### config.mk
export PLATFORM = sky130hd
export DESIGN_NAME = button_event_poller
export DESIGN_NICKNAME = d
export VERILOG_FILES = /design/src/rtl/button_event_poller.sv
export SDC_FILE = /design/constraint.sdc
export NUM_CORES = 1
export LEC_CHECK = 0
export ABC_CLOCK_PERIOD_IN_PS = 2000
export CAP_MARGIN = 20
export CORE_MARGIN = 2
export CORE_UTILIZATION = 40
export DETAILED_ROUTE_END_ITERATION = 16
export PLACE_DENSITY = 0.74
export SETUP_SLACK_MARGIN = 0.4
export SYNTH_ARGS = -nofsm -noshare
export SYNTH_HDL_FRONTEND = slang
export SYNTH_SLANG_ARGS = --single-unit
### constraint.sdc
create_clock -name clk -period 2 [get_ports clk]
set_clock_uncertainty 0.1 [all_clocks]
set_input_delay 0.4 -clock clk [delete_from_list [all_inputs] [get_ports clk]]
set_output_delay 0.4 -clock clk [all_outputs]
set_load 0.005 [all_outputs]
### src/rtl/button_event_poller.sv
// Polls a two-button edge-capture PIO, clears the captured edges, applies a per-button
// lockout and presents new presses as a pending mask with sticky overflow.
module button_event_poller #(
    parameter int unsigned POLL_PERIOD   = 50000,
    parameter int unsigned LOCKOUT_POLLS = 20
) (
    input  logic        clk,
    input  logic        reset_n,
    input  logic        enable,
    output logic [1:0]  avm_address,
    output logic        avm_chipselect,
    output logic        avm_write_n,
    output logic [31:0] avm_writedata,
    input  logic [31:0] avm_readdata,
    output logic        evt_valid,
    output logic [1:0]  evt_mask,
    input  logic        evt_ready,
    output logic        overflow,
    input  logic        overflow_clr,
    output logic        busy
);
    localparam int unsigned        TimerW      = (POLL_PERIOD > 2) ? $clog2(POLL_PERIOD) : 1;
    localparam logic [TimerW-1:0]  TimerLast   = TimerW'(POLL_PERIOD - 1);
    localparam logic [7:0]         LockoutLoad = 8'(LOCKOUT_POLLS);
    localparam logic [1:0]         EdgeCapAddr = 2'd3;

    typedef enum logic [2:0] {StIdle, StRdAddr, StRdData, StClr, StUpdate} state_e;

    state_e            state_q, state_d;
    logic [TimerW-1:0] timer_q, timer_d;
    logic [1:0]        cap_q, cap_d;
    logic [1:0][7:0]   lockout_q, lockout_d;
    logic [1:0]        pending_q, pending_d;
    logic              overflow_q, overflow_d;
    logic [1:0]        locked;
    logic [1:0]        new_evt;
    logic              accept;
    logic              overflow_set;
    logic              unused_rdata;

    assign unused_rdata = ^avm_readdata[31:2];

    always_ff @(posedge clk or negedge reset_n) begin
        if (!reset_n) begin
            state_q    <= StIdle;
            timer_q    <= '0;
            cap_q      <= '0;
            lockout_q  <= '0;
            pending_q  <= '0;
            overflow_q <= 1'b0;
        end else begin
            state_q    <= state_d;
            timer_q    <= timer_d;
            cap_q      <= cap_d;
            lockout_q  <= lockout_d;
            pending_q  <= pending_d;
            overflow_q <= overflow_d;
        end
    end

    always_comb begin
        for (int i = 0; i < 2; i++) begin
            locked[i] = (lockout_q[i] != 8'd0);
        end
    end

    always_comb begin
        state_d      = state_q;
        cap_d        = cap_q;
        lockout_d    = lockout_q;
        new_evt      = 2'b00;
        accept       = evt_valid & evt_ready;

        // Free-running while enabled so poll starts stay POLL_PERIOD apart.
        if (!enable || timer_q == TimerLast) begin
            timer_d = '0;
        end else begin
            timer_d = timer_q + TimerW'(1);
        end

        unique case (state_q)
            StIdle: begin
                if (enable && timer_q == TimerLast) begin
                    state_d = StRdAddr;
                end
            end
            StRdAddr: state_d = StRdData;
            StRdData: begin
                cap_d   = avm_readdata[1:0];
                state_d = (avm_readdata[1:0] != 2'b00) ? StClr : StUpdate;
            end
            StClr: state_d = StUpdate;
            StUpdate: begin
                new_evt = cap_q & ~locked;
                for (int i = 0; i < 2; i++) begin
                    if (new_evt[i]) begin
                        lockout_d[i] = LockoutLoad;
                    end else if (locked[i]) begin
                        lockout_d[i] = lockout_q[i] - 8'd1;
                    end
                end
                state_d = StIdle;
            end
            default: state_d = StIdle;
        endcase

        // An accept drains everything presented; a same-cycle new bit survives.
        pending_d    = (pending_q & ~(accept ? pending_q : 2'b00)) | new_evt;
        overflow_set = (|(new_evt & pending_q)) & ~accept;
        if (overflow_set) begin
            overflow_d = 1'b1;
        end else if (overflow_clr) begin
            overflow_d = 1'b0;
        end else begin
            overflow_d = overflow_q;
        end
    end

    always_comb begin
        avm_address    = 2'd0;
        avm_chipselect = 1'b0;
        avm_write_n    = 1'b1;
        avm_writedata  = 32'h0;
        unique case (state_q)
            StRdAddr: begin
                avm_address    = EdgeCapAddr;
                avm_chipselect = 1'b1;
            end
            StClr: begin
                avm_address    = EdgeCapAddr;
                avm_chipselect = 1'b1;
                avm_write_n    = 1'b0;
                avm_writedata  = {30'b0, cap_q};
            end
            default: ;
        endcase
    end

    assign busy      = (state_q != StIdle);
    assign evt_valid = |pending_q;
    assign evt_mask  = pending_q;
    assign overflow  = overflow_q;

endmodule
==> results of run 1 <==
## worst max-delay path: cells and delay by family (launching register included)
family / cells / cell delay [ns]
buf+inv: 1 / 0.56
flops: 1 / 0.55
simple gates: 1 / 0.29
## power by group through the flow
stage,logic (µW),clock network [µW],registers [µW]
floorplan,719,0,1160
global route,1970,631,1220
finish,1860,565,1210
global placement,929,0,1190
CTS,1410,576,1160
detailed placement,966,0,1200
## sequential cells by signal, indices dropped and copies added (netlist names)
name / flops
lockout_q: 16
timer_q: 16
state_q: 3
cap_q: 2
evt_mask: 2
overflow: 1
## final cells by class
class	instances	area share, %
clock buffers	6	2.375
clock inverters	2	0.2879
inverters	12	1.295
multi-input cells	194	43.22
flip-flops and latches	40	28.93
well taps	72	2.591
repair buffers	81	21.30
## placed cells by master, fill, tap and decap left out, drive strengths merged, types with 6 or more instances in the layout
cell,Yosys,layout
o21ai,13,13
a21oi,6,6
nand3,12,12
nand2,14,14
inv,12,12
nor3,12,12
conb,1,30
nor2,29,29
xnor2,11,11
buf,33,68
dfrtp,40,40
clkdlybuf4s50,0,8
o31ai,6,6
clkbuf,2,6
## cell usage after synthesis (2+ instances only)
cell,count
a21oi_1,6
and2_1,3
and3_1,4
buf_4,32
clkbuf_1,2
dfrtp_1,40
ha_1,5
inv_1,12
mux2_2,3
mux2i_1,3
nand2_1,14
nand2b_1,3
nand3_1,12
nand4_1,5
nor2_1,29
nor2b_1,4
nor3_1,12
nor4_1,4
o21ai_0,13
o22ai_1,2
o31ai_1,6
or3_1,5
or4_1,3
xnor2_1,11
xor2_1,3
## through the flow
stage	cells	power, µW	cell area [µm²]
floorplan	281	1882	2511
global placement	357	2119	2691
detailed placement	357	2164	2691
CTS	393	3145	3166
global route	407	3823	3477
finish	407	3636	3477
## path summary, 6_finish.rpt
| path | startpoint | to | slack, ns | cells past startpoint |
|---|---|---|---|---|
| min reg2reg | timer_q[0] | timer_q[0] | 0.38 | 1 |
| min | timer_q[0] | timer_q[0] | 0.38 | 1 |
| max reg2reg | timer_q[13] | state_q[0] | -0.15 | 4 |
| min in group asynchronous | reset_n | lockout_q[15] | 0.47 | 2 |
| max in group asynchronous | reset_n | lockout_q[3] | 0.83 | 3 |
| max | state_q[0] | avm_chipselect | -0.20 | 2 |
## routing by layer
| metal | GRT usage, % | routed length [µm] | part of all wire [%] |
|---|---|---|---|
| met1 | 21.21 | 2569 | 39 |
| met2 | 32.75 | 3543 | 54 |
| met3 | 3.596 | 262 | 4.0 |
| met4 | 5.424 | 247 | 3.7 |
| met5 | 0 | 0 | 0 |
## cells by family after synthesis
family                     Yosys count
and+or+nand+nor                    107
buffers and inverters               47
DFF                                 40
AOI/OAI and AO/OA                   32
xor gates and xnor gates            14
muxes                                6
adders and majority gates            5
other                                1
## what timing repair did
action                     4_1_cts  5_1_grt
hold buffers                     1        0
setup buffers                   27       14
resized for setup               69       47
pin swaps                       18       20
setup endpoints to repair       43       45
hold endpoints to repair        17        0
==> impl_results.md, run 1 <==
- Status: finished, violations left
- Failing checks: setup timing
- First-pass GRT wire length: just under 9000 µm
- Num rows: 27
- CP endpoint kind: output port
- Mapped cell area: approximately 2300 µm²
- # nets final: between 300 and 400
- Worst hold path class: flop to flop
- Pleak: ~0.0015 µW
- CTS tree: yes
- Core area: between 5000 and 6000 µm²
- Post-Route Setup TNS: -2.306 ns
- Initial core utilization: between 40% and 50%
- Die Area: 6447 µm²
- Synth warn: 0
- Post-synth top area share: between 40% and 50%
- Diodes inserted: 0
- Chip Width: approximately 80 µm
- Avg Vias per Cell: 5.179
- Startpoint types: flop
- Switching power: between 1000 and 1500 µW
- Clock tree buffer depth: 2
- Pint: between 2000 and 2500 µW
- Fmax achieved: 455.6 MHz
- Synth Area in XOR/XNOR: around 5.3%
- Synth area leaders: dfrtp_1 (43%), buf_4 (10%), nor2_1 (4.7%)
- Layout area overhead: 49.33%
- CP Data Arrival Time: 1.70 ns
- Comb power frac: between 50 and 60%
- Compound-Gate Fraction of Synth Area: under 10%
- Critical path fanouts, max: 8
- Setup WS post-layout: -0.1950 ns
- Final core occ: approximately 62%
- Clock net sink count: 40
- Clock latency on the worst-skew pair: around 0.30 ns
- Avg Cell Area, Syn: roughly 9.2 µm²
- PwrDens: approximately 1000 nW/µm²
- Total CTS buffers: 5
- Area leader, netlist: dfrtp_1
- Switch share: between 40% and 50%
- Worst Hold Slack: roughly 0.38 ns
- Peak VDD IR: between 0.0006 and 0.0007 V
- Fin crit share: 109.8%
- Mux cell area share after synthesis: under 10%
- Worst-Margin Slew: ~0.50 ns
- Post-synthesis register bit count: 40
- Layout cell share with drive strength beyond 1: a little over two fifths
- Placer congestion estimate: around 0.84
- Reg power frac: roughly 33%
- Simple-gate area share of the yosys netlist: around 25%
- Final Hold Viols: 0
- Routed wire length per instance: between 15 and 20 µm
- Number of flops mapped to enable cells by yosys: 0
- Clock transition at path regs: around 0.070 ns
- Post-Syn Instances: ~250
- Antenna viol nets, final: 0
- Final setup fails: 18
- Ports: about 80
- Largest family of logic cells by synthesized area: simple AND/OR/NAND/NOR gates
- Routed vias: around 2100
- Worst path max stage delay: 0.56 ns
- CP Class: flop to output port
- Starting DRT DRC Count: between 100 and 150
- Slew Limit Headroom: about two thirds
- Remaining Overflow, GRT: 0
- Hpwl dp: 3372 µm
- Unique masters post-synth: between 40 and 50
- Post-synthesis sequential area ratio: between 40% and 50%
- Post-route DRC: 0
- Top FF cell, synth: dfrtp_1
- Synth Area in Adders: between 2 and 3%
- RSZ-0062 raised after global routing: yes
- Clock Power Share: 15.5%
- Fillers: about 450
- Worst Path Required: about 1.5 ns
- Die Span Y: about 80 µm
- Async S/R FF share, synth: 100.0%
- Root Driver: clkbuf_8
- TritonRoute pass-1 iters: 4
- Vias in the first global route: slightly below 2000
- Initial antenna violation count: 0
- PortBufs: 17
- MaxCap Viol Count: 0
- Multi-input logic area: about 1500 µm²
- Max Slew Vio Count: 0
- Global Route Usage Sum: 18.00%
- Crit-path cells: nor2b_1 > clkdlybuf4s50_1
- Sequential cell area: a little over 1000 µm²
- CP max stage cell: clkdlybuf4s50_1
- Largest net degree at the start of global routing: 24
- Final wirelength: ~6600 µm
- H-tree depth: 2
- Place WS: -0.1237 ns
- Crit path time final: 2.195 ns
Power figures use the tool's default switching activity.
==> run 2, diff against run 1 <==
--- a/config.mk
+++ b/config.mk
@@ -5,12 +5,12 @@
 export SDC_FILE = /design/constraint.sdc
 export NUM_CORES = 1
 export LEC_CHECK = 0
-export ABC_CLOCK_PERIOD_IN_PS = 2000
+export ABC_CLOCK_PERIOD_IN_PS = 2170
 export CAP_MARGIN = 20
 export CORE_MARGIN = 2
 export CORE_UTILIZATION = 40
 export DETAILED_ROUTE_END_ITERATION = 16
-export PLACE_DENSITY = 0.74
+export PLACE_DENSITY = 0.78
 export SETUP_SLACK_MARGIN = 0.4
 export SYNTH_ARGS = -nofsm -noshare
 export SYNTH_HDL_FRONTEND = slang
==> constraint.sdc (replaced) <==
create_clock -name clk -period 2.17 [get_ports clk]
set_clock_uncertainty 0.1 [all_clocks]
set_input_delay 0.434 -clock clk [delete_from_list [all_inputs] [get_ports clk]]
set_output_delay 0.434 -clock clk [all_outputs]
set_load 0.005 [all_outputs]
==> run 2 against run 1 <==
Net effect: the flow still finishes with violations (setup timing); largest cell class unchanged; sequential share of layout area up 4.9 points; via count is 8.7% lower; core utilization down 9.1 points; cell count down 7.4%; clock power grew 5.5%; die area did not move; total power is 26% lower; combinational power down 46%; sequential power fell by 9%.
==> impl_results.md, run 2 (synthesis results as in run 1) <==
- Layout cell share with drive strength beyond 1: between 20% and 30%
- Layout area overhead: 27.46%
- Place WS: -0.03153 ns
- CP Class: flop to flop
- Global Route Usage Sum: about 16%
- H-tree depth: 2
- Failing checks: setup timing
- Placer congestion estimate: 0.8469
- Clock latency on the worst-skew pair: roughly 0.30 ns
- CTS tree: yes
- Total CTS buffers: 5
- Crit path time final: 2.192 ns
- Initial antenna violation count: 0
- Num rows: 27
- Buf/Inv on CP: 0
- Diodes inserted: 0
- Die Area: between 6000 and 7000 µm²
- PortBufs: 17
- Initial core utilization: 41.77%
- Starting DRT DRC Count: 88
- CP max stage cell: or4_4
- Worst path max stage delay: 0.53 ns
- Fmax achieved: 456.3 MHz
- # nets final: between 300 and 400
- Final setup fails: 2
- Dpl cell area: 2567 µm²
- Final core occ: 53.24%
- Top flop regs: lockout_q: 16 flops, timer_q: 16 flops, state_q: 3 flops
- Clock tree buffer depth: 2
- TritonRoute pass-1 iters: 4
- Slew Limit Headroom: ~67%
- Worst Path Required: roughly 2.3 ns
- Commonest non-fill, non-tap cell in the layout: dfrtp_1
- Routed wire length per instance: between 10 and 15 µm
- RSZ-0062 raised after global routing: yes
- Largest net degree at the start of global routing: between 40 and 50
- Startpoint types: flop
- Avg Vias per Cell: slightly above 5
- Clock transition at path regs: about 0.08 ns
- Hpwl dp: around 3300 µm
- Final Hold Viols: 0
- Ports: 78
- First-pass GRT wire length: 8121 µm
- Cts hold-fix bufs: 0
- Commonest non-fill, non-tap cells in the layout: dfrtp_1 (37), conb_1 (30), nor2_1 (29), buf_4 (28), nand2_1 (13)
- Clock net sink count: 40
- Finished Cell Area: 2968 µm²
- Post-Route Setup TNS: -0.02441 ns
- CP endpoint kind: flop
- Root Driver: clkbuf_8
- Die Span Y: approximately 80 µm
- CP Data Arrival Time: roughly 2.3 ns
- Status: finished, violations left
- Antenna viol nets, final: 0
- Vias in the first global route: ~1800
- Final wirelength: approximately 5000 µm
- Peak VDD IR: 0.0004655 V
- Setup WS post-layout: -0.02170 ns
- Post-route DRC: 0
- Top delay family on crit path: simple AND/OR/NAND/NOR gates
- Routed vias: just under 2000
- Crit-path cells: or4b_1 > or4_4 > or3b_4 > a211oi_2
- Chip Width: 80.30 µm
- PwrDens: 910.0 nW/µm²
- Max Slew Vio Count: 0
- MaxCap Viol Count: 0
- Worst-Margin Slew: about 0.50 ns
- Worst hold path class: primary input to asynchronous set/reset pin
- Pleak: roughly 0.0013 µW
- Critical path fanouts, max: 3
- Fin crit share: 101.0%
- Core area: approximately 5600 µm²
- Remaining Overflow, GRT: 0
run 2: cell types whose count changed in the layout (fill, tap and decap cells not counted), moves of 5 or more:
cell     previous run  this run
nand2_1             7        13
buf_6              20         6
nand2_2             5         0
o31ai_1             1         6
o21ai_0             3         8
buf_4              43        28
run 2: power by group:
part | total [µW] | switching [µW] | leakage (µW) | internal [µW]
Sequential | 1100 | 194 | 0.000525 | 905
Clock | 596 | 254 | 0.0000552 | 341
Combinational | 1010 | 515 | 0.000769 | 491
run 2: timing repair:
| action | in CTS | in global routing |
|---|---|---|
| gates resized for setup | 44 | 25 |
| endpoints found under the hold margin | 0 | 0 |
| cloned | 1 | 0 |
| setup endpoints to repair | 37 | 41 |
| setup buffers | 10 | 10 |
| pin swaps | 4 | 3 |
run 2: worst paths after layout:
kind,slack [ns],endpoint,cells past startpoint,start
worst min-delay path,0.08,timer_q[9],2,reset_n
max in group asynchronous,1.51,state_q[0],2,reset_n
worst max register to register,-0.02,state_q[0],4,timer_q[7]
min in group clk,0.39,timer_q[0],1,timer_q[0]
worst min register to register,0.39,timer_q[0],1,timer_q[0]
worst max-delay path,-0.02,state_q[0],4,timer_q[7]
run 2: final cells by class:
class / instances / area (µm²)
well taps: 72 / 90.09
flip-flops and latches: 40 / 1005
clock inverters: 2 / 35.03
clock buffers: 6 / 72.57
inverters: 12 / 45.04
multi-input cells: 194 / 1274
fillers: 504 / 2606
repair buffers: 51 / 446.7
run 2: per-layer routing:
layer	GRT usage [%]	wire (µm)	share of wire, %	up-vias
met5	0	0	0	-
met4	5.424	49	0.98	0
met3	3.820	271	5.4	4
met2	27.50	2544	51	65
met1	19.84	2135	43	938
li1	-	-	-	917
run 2: per-stage QoR:
step	hold slack, ns	power (µW)	instances
finish	0.08142	2701	377
global route	0.1232	2897	377
CTS	0.09896	2547	367
detailed placement	0.3814	1859	348
global placement	0.3744	1819	348
floorplan	0.03841	1649	281
